`src/rtl/parity_frame_ctrl_pkg.sv`:
```
// Purpose: shared constants for the serial parity frame receiver.
// Latency: n/a (constants only).
// Backpressure: n/a (constants only).
package parity_frame_ctrl_pkg;

  // FSM state encoding (3-bit, legacy-compatible constants)
  localparam logic [2:0] IDLE   = 3'd0;
  localparam logic [2:0] DATA   = 3'd1;
  localparam logic [2:0] PARITY = 3'd2;
  localparam logic [2:0] STOP   = 3'd3;
  localparam logic [2:0] BREAK  = 3'd4;

  // Default number of data bits per frame
  localparam int DEF_DATA_BITS = 8;

  // Parity sense: value the accumulator starts from
  localparam logic PAR_EVEN = 1'b0;
  localparam logic PAR_ODD  = 1'b1;

endpackage

```
`src/rtl/parity_frame_ctrl_acc.sv`:
```
// Purpose: serial parity toggle register with synchronous load and enable.
// Latency: parity reflects a bit one clock after it is presented with i_en high.
// Backpressure: none; i_en gates accumulation, i_load wins over i_en.
//
// Ports:
//   i_clock    - clock, rising edge
//   i_reset_n  - asynchronous active-low reset (register returns to RST_VAL)
//   i_load     - synchronous load of i_load_val
//   i_load_val - value loaded when i_load is high
//   i_en       - accumulate i_bit this cycle
//   i_bit      - serial bit in
//   o_parity   - running parity (XOR of loaded value and accepted bits)
module parity_acc
  import parity_frame_ctrl_pkg::*;
#(
  parameter logic RST_VAL = PAR_EVEN
) (
  input  logic i_clock,
  input  logic i_reset_n,
  input  logic i_load,
  input  logic i_load_val,
  input  logic i_en,
  input  logic i_bit,
  output logic o_parity
);

  logic r_par;

  always_ff @(posedge i_clock or negedge i_reset_n) begin
    if (!i_reset_n) begin
      r_par <= RST_VAL;
    end else if (i_load) begin
      r_par <= i_load_val;
    end else if (i_en) begin
      r_par <= r_par ^ i_bit;
    end
  end

  assign o_parity = r_par;

endmodule

```
`src/rtl/parity_frame_ctrl.sv`:
```
// Purpose: serial frame receiver (start, DATA_BITS data LSB first, parity, stop).
// Latency: o_valid pulses one clock after the stop bit is sampled.
// Backpressure: none; the serial line cannot be stalled, results hold until the next o_valid.
//
// Ports:
//   i_clock      - clock, rising edge
//   i_reset_n    - asynchronous active-low reset, aborts any frame in progress
//   i_in         - serial line, idles high
//   o_data       - last received word
//   o_valid      - one-cycle pulse when a frame completes
//   o_parity_err - parity status of the frame flagged by o_valid
//   o_frame_err  - stop-bit status of the frame flagged by o_valid
//   o_busy       - high while a frame is in progress (DATA, PARITY, STOP, BREAK)
module parity_frame_ctrl
  import parity_frame_ctrl_pkg::*;
#(
  parameter int DATA_BITS = DEF_DATA_BITS,
  parameter bit ODD       = 1'b0
) (
  input  logic                 i_clock,
  input  logic                 i_reset_n,
  input  logic                 i_in,
  output logic [DATA_BITS-1:0] o_data,
  output logic                 o_valid,
  output logic                 o_parity_err,
  output logic                 o_frame_err,
  output logic                 o_busy
);

  localparam int            CW       = $clog2(DATA_BITS);
  localparam logic [CW-1:0] LAST_BIT = CW'(DATA_BITS - 1);
  localparam logic          ACC_INIT = ODD ? PAR_ODD : PAR_EVEN;

  logic [2:0]           r_state;
  logic [CW-1:0]        r_cnt;
  logic [DATA_BITS-1:0] r_word;
  logic                 r_perr;
  logic [DATA_BITS-1:0] r_data;
  logic                 r_valid;
  logic                 r_perr_q;
  logic                 r_ferr;

  logic w_acc;
  logic w_load;
  logic w_en;

  // The accumulator is reseeded on every accepted start bit so a previous
  // frame (or an aborted one) never leaks into the next parity result.
  assign w_load = (r_state == IDLE) && !i_in;
  assign w_en   = (r_state == DATA);

  parity_acc #(
    .RST_VAL (ACC_INIT)
  ) u_acc (
    .i_clock    (i_clock),
    .i_reset_n  (i_reset_n),
    .i_load     (w_load),
    .i_load_val (ACC_INIT),
    .i_en       (w_en),
    .i_bit      (i_in),
    .o_parity   (w_acc)
  );

  always_ff @(posedge i_clock or negedge i_reset_n) begin
    if (!i_reset_n) begin
      r_state  <= IDLE;
      r_cnt    <= '0;
      r_word   <= '0;
      r_perr   <= 1'b0;
      r_data   <= '0;
      r_valid  <= 1'b0;
      r_perr_q <= 1'b0;
      r_ferr   <= 1'b0;
    end else begin
      r_valid <= 1'b0;
      case (r_state)
        IDLE: begin
          if (!i_in) begin
            r_state <= DATA;
            r_cnt   <= '0;
          end
        end
        DATA: begin
          r_word[r_cnt] <= i_in;
          if (r_cnt == LAST_BIT) begin
            r_cnt   <= '0;
            r_state <= PARITY;
          end else begin
            r_cnt <= r_cnt + CW'(1);
          end
        end
        PARITY: begin
          // Nonzero means the received parity bit disagrees with the data.
          r_perr  <= w_acc ^ i_in;
          r_state <= STOP;
        end
        STOP: begin
          // Word is delivered whatever the error status.
          r_data   <= r_word;
          r_perr_q <= r_perr;
          r_ferr   <= ~i_in;
          r_valid  <= 1'b1;
          // A low stop bit means the line is in a break; wait for it to
          // rise before looking for another start bit.
          r_state  <= i_in ? IDLE : BREAK;
        end
        BREAK: begin
          if (i_in) begin
            r_state <= IDLE;
          end
        end
        default: r_state <= IDLE;
      endcase
    end
  end

  assign o_data       = r_data;
  assign o_valid      = r_valid;
  assign o_parity_err = r_perr_q;
  assign o_frame_err  = r_ferr;
  assign o_busy       = (r_state != IDLE);

endmodule

```
`config.mk`:
```
export PLATFORM = sky130hd
export DESIGN_NAME = parity_frame_ctrl
export DESIGN_NICKNAME = d
export VERILOG_FILES = /design/src/rtl/parity_frame_ctrl_pkg.sv /design/src/rtl/parity_frame_ctrl_acc.sv /design/src/rtl/parity_frame_ctrl.sv
export SDC_FILE = /design/constraint.sdc
export NUM_CORES = 1
export LEC_CHECK = 0
export ABC_AREA = 1
export CORE_MARGIN = 4
export CORE_UTILIZATION = 30
export CTS_CLUSTER_SIZE = 16
export DETAILED_ROUTE_END_ITERATION = 12
export SLEW_MARGIN = 20
export SYNTH_ARGS = -nofsm -noshare
export SYNTH_HDL_FRONTEND = slang
export SYNTH_SLANG_ARGS = --single-unit
```
`constraint.sdc`:
```
create_clock -name i_clock -period 2.2 [get_ports i_clock]
set_input_delay 0.22 -clock i_clock [delete_from_list [all_inputs] [get_ports i_clock]]
set_output_delay 0.22 -clock i_clock [all_outputs]
set_load 0.03 [all_outputs]
```
* Word-level counts from Yosys, hierarchy flattened
Index checks and enable logic that the tools add are counted.
** Operators by class
- Add/subtract/negate cells :: 1
- $lt $le $gt $ge :: 2
- Equal/unequal tests :: 8
- Muxes and demuxes :: 14
- Bitwise logic cells :: 2
- Reduce and logical (&&, ||, !) cells :: 9
** Operators by type and width (number)
- $mux 3 :: 6
- $pmux 3 s5 :: 1
- $bwmux 8 :: 1
- $eq 3x2->1 const B :: 2
- $eq 3x3->1 const B :: 2
- $ne 2x2->1 const B :: 3
- $pmux 3 s2 :: 1
- $lt 3x4->1 const B :: 1
- $mux 1 :: 4
- $reduce_bool 2->1 :: 2
- $add 3x1->3 const B :: 1
- $demux 1 s3 :: 1
- $eq 3x1->1 const B :: 1
- $ge 3x1->1 const B :: 1
- $logic_not 3->1 :: 1
- $reduce_and 3->1 :: 1
- $reduce_bool 3->1 :: 1
- $logic_and 1x1->1 :: 2
- $reduce_and 2->1 :: 1
- $logic_not 1->1 :: 1
- $not 1->1 :: 1
- $xor 1x1->1 :: 1
** Word-level totals
- Bits in registers :: 27
- Input bits :: 3
- Logic and storage cells :: 45

* Longest topological paths before layout
- Word-level depth :: 5
- Mapped depth :: 7

* By module
From an unflattened synthesis, not the netlist that was laid out.
** Unflattened totals
- Cells, all modules :: 151
- Area, all modules :: 1260.0 um^2
** By module, submodules not included
- parity_frame_ctrl :: times used 1, cells an instance 142, area an instance 1198.6 um^2
- parity_acc :: times used 1, cells an instance 9, area an instance 61.3 um^2

* Worst setup path after synthesis
OpenSTA, ideal clock, no wires.
- Path type :: flip-flop to flip-flop
- From :: register r_cnt[1]
- To :: register r_state[0]
- Library setup time :: 0.084 ns
- Arrival time :: 1.027 ns
- Required time :: 2.116 ns
- Slack :: 1.089 ns
- Stages on the path, launching flop included :: 6
- Period minus slack after synthesis :: 1.111 ns
- Path through :: dfrtp_1 -> ha_1 -> ha_1 -> inv_1 -> nand3_1 -> a21boi_0
** Between the ends
- Longest elaborated chain between the ends :: 3
** Ends and longest elaborated chain
- from (decl) :: line parity_frame_ctrl.sv:35 : logic [CW-1:0] r_cnt;
- from (signal assigned) :: line parity_frame_ctrl.sv:89 : r_cnt <= r_cnt + CW'(1);
- $eq 3x3->1 :: line parity_frame_ctrl.sv:85 : if (r_cnt == LAST_BIT) begin
- $ne 2x2->1 (no source line)
- $reduce_and 3->1 (no source line)
- to (signal assigned) :: line parity_frame_ctrl.sv:105 : r_state <= i_in ? IDLE : BREAK;
- to (decl) :: line parity_frame_ctrl.sv:34 : logic [2:0] r_state;
No other way between the ends.
A chain may end at the register's enable or synchronous reset.

* Worst setup path after layout
- From :: register r_state[0]
- To :: output o_busy
** Between the ends
- Longest elaborated chain between the ends :: 1
** Ends and longest elaborated chain
- $reduce_bool 3->1 :: line parity_frame_ctrl.sv:121 : assign o_busy = (r_state != IDLE);
- to (decl) :: line parity_frame_ctrl.sv:27 : output logic o_busy
No other way between the ends.

==> Implementation_results.wiki <==
{| class="wikitable"
! Metric !! Value
|-
| Status || completed
|-
| Starting density of the core || between 30% and 40%
|-
| Dpl ws || 0.614 ns
|-
| Multi-input gate area || about 460 µm²
|-
| Worst slew pin tran || 0.492 ns
|-
| Total Routing Usage GR || a little under a tenth
|-
| Cell chosen for the clock root || sky130_fd_sc_hd__clkbuf_8
|-
| Cells on worst reg2reg path || 5
|-
| Post-CTS resize count || 0
|-
| First-pass GRT wire length || approximately 4000 µm
|-
| Fin nets || around 170
|-
| Simple-gate portion of the synthesized area || between 20% and 30%
|-
| Wirelength, routed || 2170 µm
|-
| Residual antenna-violating net count after detailed routing || 0
|-
| Number of design rule violations left after detail routing || 0
|-
| Count of flip-flops with a built-in enable after synthesis || 0
|-
| Final-report setup violation count || 0
|-
| Startpoint of the worst-slack reg-to-reg timing path || r_cnt[0]
|-
| Kind of capture point of the worst setup path || primary output
|-
| Distinct cell type count after synthesis || 18
|-
| Total CTS buffers || 3
|-
| Height of the die || 71.8 µm
|-
| Data required time at the worst endpoint || 1.98 ns
|-
| Yosys Warn Count || 0
|-
| Top cells by area, synth || sky130_fd_sc_hd__dfrtp_1, sky130_fd_sc_hd__nand2_1, sky130_fd_sc_hd__nand3_1, sky130_fd_sc_hd__inv_1, sky130_fd_sc_hd__nor2_1
|-
| Syn nets || around 150
|-
| Number of H-tree levels || 1
|-
| Critical path, cell by cell || nor2_1 > nand2_1 > clkdlybuf4s50_1
|-
| Area share of xor/xnor cells in the synthesized design || 0.718%
|-
| Gate Count Post-Synth || 143
|-
| Power density cells || between 1500 and 2000 nW/µm²
|-
| Site Rows || 22
|-
| Area share of the largest cell type after synthesis || ~55%
|-
| Most area-hungry cell type in the Yosys netlist || sky130_fd_sc_hd__dfrtp_1
|-
| Clk_lat worst skew || 0.27 ns
|-
| Critical path fanouts, max || 5
|-
| Classification of the worst setup path || reg -> out
|-
| Number of pins with negative max-slew slack in the final report || 0
|-
| Share of final-layout standard cells stronger than drive strength 1 || about 8%
|-
| Post-layout utilization of the core || 38.1%
|-
| Post-route clock period utilization || between 80% and 90%
|-
| Boundary Pins || 15
|-
| Summed instance area of the synthesized netlist || ~1200 µm²
|-
| Synthesized area divided by synthesized cell count || 8.53 µm²
|-
| Vias per inst || roughly 4.4
|-
| Share of synthesized area occupied by flip-flops and latches || between 50% and 60%
|-
| Slowest cell on the critical path || sky130_fd_sc_hd__clkdlybuf4s50_1
|-
| Setup total negative slack || 0 ns
|-
| Largest net degree at the start of global routing || 28
|-
| Cell Count, Final, Fillers Out || about 210
|-
| Vias in the first global route || 933
|-
| Worst-case setup margin in the final layout || around 0.33 ns
|-
| Synthesized-area fraction occupied by adder cells || 2.05%
|-
| Last weighted congestion value of the routability-driven placer || ~0.87
|-
| Clock slew at reported path FFs || 0.09 ns
|-
| Clock Skews || around 0.0044 ns
|-
| Antenna violations before repair || 0
|-
| DRC marker count from the first detailed-route iteration || 41
|-
| Routed vias || about 900
|-
| Post-synthesis register bit count || 27
|-
| Leading register cell type out of synthesis || sky130_fd_sc_hd__dfrtp_1
|-
| Drt wl/cell || 10.5 µm
|-
| Compound-gate portion of the synthesized area || 5.23%
|-
| Setup Buffers After CTS || 0
|-
| Maximum resistive drop on vdd || 0.000349 V
|-
| Largest stage delay on the critical path || 0.60 ns
|-
| Final antenna diode count || 0
|-
| Cts-stage hold buffer count || 0
|-
| Placed Instances || 203
|-
| Area Overhead vs Synth || 18.7%
|-
| Startpoint type of the worst setup path || register
|-
| Port Buffer Count || 14
|-
| Die span in x || between 70 and 80 µm
|-
| End of the worst register-to-register path || r_state[0]
|-
| Deepest clock path buffer count || 2
|-
| Maximum operating frequency || 534 MHz
|-
| Top cells by instance count after synthesis || sky130_fd_sc_hd__nand2_1, sky130_fd_sc_hd__dfrtp_1, sky130_fd_sc_hd__nand3_1
|-
| Slew headroom || 67.1%
|-
| Area enclosed by the die boundary || 5150 µm²
|-
| Unrepaired setup endpoints after global routing || no
|-
| Number of fill cells in the layout || 397
|-
| Worst Hold Class || in -> async
|-
| FF/Latch Area || around 680 µm²
|-
| Register-to-Register Setup Slack || around 0.86 ns
|-
| Post-synthesis mux area share || 0%
|-
| CTS sink cnt || 27
|-
| Total global routing overflow || 0
|-
| Most common cell in the synthesized netlist || sky130_fd_sc_hd__nand2_1
|-
| Detailed placement HPWL || 1580 µm
|-
| Clock tree from TritonCTS || done
|-
| Area of the core || roughly 3800 µm²
|-
| Worst endpoint data arrival time || 1.65 ns
|-
| Final hold viol count || 0
|-
| Proportion of synthesized flip-flops having asynchronous set or reset || 100%
|-
| Total leakage power || 0.000708 µW
|-
| Drt first pass iters || 4
|-
| Clock period minus final worst setup slack || roughly 1.9 ns
|-
| Combinational family with the most area after synthesis || simple AND/OR/NAND/NOR gates
|-
| Number of max-capacitance violations reported || 0
|}
==> cells in the final DEF (no fill, tap or decap) <==
| master | n |
|---|---|
| sky130_fd_sc_hd__nand3_4 | 1 |
| sky130_fd_sc_hd__nor2_2 | 1 |
| sky130_fd_sc_hd__inv_1 | 11 |
| sky130_fd_sc_hd__nand3_1 | 17 |
| sky130_fd_sc_hd__clkinv_1 | 1 |
| sky130_fd_sc_hd__nand2_1 | 54 |
| sky130_fd_sc_hd__ha_1 | 2 |
| sky130_fd_sc_hd__clkdlybuf4s50_1 | 14 |
| sky130_fd_sc_hd__nor3_1 | 2 |
| sky130_fd_sc_hd__clkbuf_1 | 1 |
| sky130_fd_sc_hd__a21boi_0 | 1 |
| sky130_fd_sc_hd__xnor2_1 | 1 |
| sky130_fd_sc_hd__o21ai_0 | 6 |
| sky130_fd_sc_hd__inv_2 | 2 |
| sky130_fd_sc_hd__buf_4 | 2 |
| sky130_fd_sc_hd__nand2_2 | 1 |
| sky130_fd_sc_hd__clkbuf_8 | 3 |
| sky130_fd_sc_hd__o21ai_2 | 3 |
| sky130_fd_sc_hd__nor2_1 | 9 |
| sky130_fd_sc_hd__dfrtp_1 | 27 |
==> critical path, delay by kind of cell (launching register included) <==
family	cells	cell delay, ns
buffers and inverters	1	0.60
DFF	1	0.44
and+or+nand+nor	2	0.34
==> area by class of cell <==
cell class	instances	share of cell area, %
timing repair buffer	16	10.7
sequential	27	46.7
multi-input combinational	98	31.7
tap	48	4.15
clock buffer	4	3.11
inverter	14	3.63
==> sequential cells by signal, summed over array words and instances, names as in the netlist <==
signal and flops:
o_parity_err 1, o_data 8, r_perr 1, o_frame_err 1, r_cnt 3, u_acc.o_parity 1
r_state 3, o_valid 1, r_word 8
==> layer usage <==
layer	wire length (µm)	track usage [%]	up-vias
li1	-	-	483
met4	34	6.05	0
met1	1080	11.7	416
met5	0	0	-
met2	1010	15.8	11
met3	47	0.421	2
==> logic make-up (layout without fill, tap and decap cells) <==
kind of cell | after synthesis | after routing
AO/OA/AOI/OAI | 10 | 10
XOR/XNOR | 1 | 1
adder cells (fa/ha/maj) | 2 | 2
buffers and inverters | 18 | 34
flip-flops | 27 | 27
AND/OR/NAND/NOR | 85 | 85
==> worst max path at each step <==
stage                       endpoint  slack (ns)  depth (start not counted)        from
after global routing          o_busy        0.23                          3  r_state[0]
after detailed placement      o_busy        0.61                          3  r_state[0]
after floorplan           r_state[0]        1.09                          5    r_cnt[1]
after global placement        o_busy        0.67                          3  r_state[0]
after CTS                     o_busy        0.31                          3  r_state[0]
final                         o_busy        0.33                          3  r_state[0]
==> report_power, final <==
| part | switching, µW | internal [µW] |
|---|---|---|
| logic | 671 | 415 |
| clock network | 147 | 129 |
| registers | 166 | 734 |
| total | 984 | 1280 |
==> stage by stage <==
step / total power (µW) / instance area, µm² / hold WS, ns
floorplan: 1680 / 1220 / -0.0756
global placement: 1970 / 1400 / 0.458
detailed placement: 2010 / 1400 / 0.462
CTS: 2300 / 1450 / 0.331
global route: 2460 / 1450 / 0.354
finish: 2260 / 1450 / 0.329
Power figures use the tool's default switching activity.
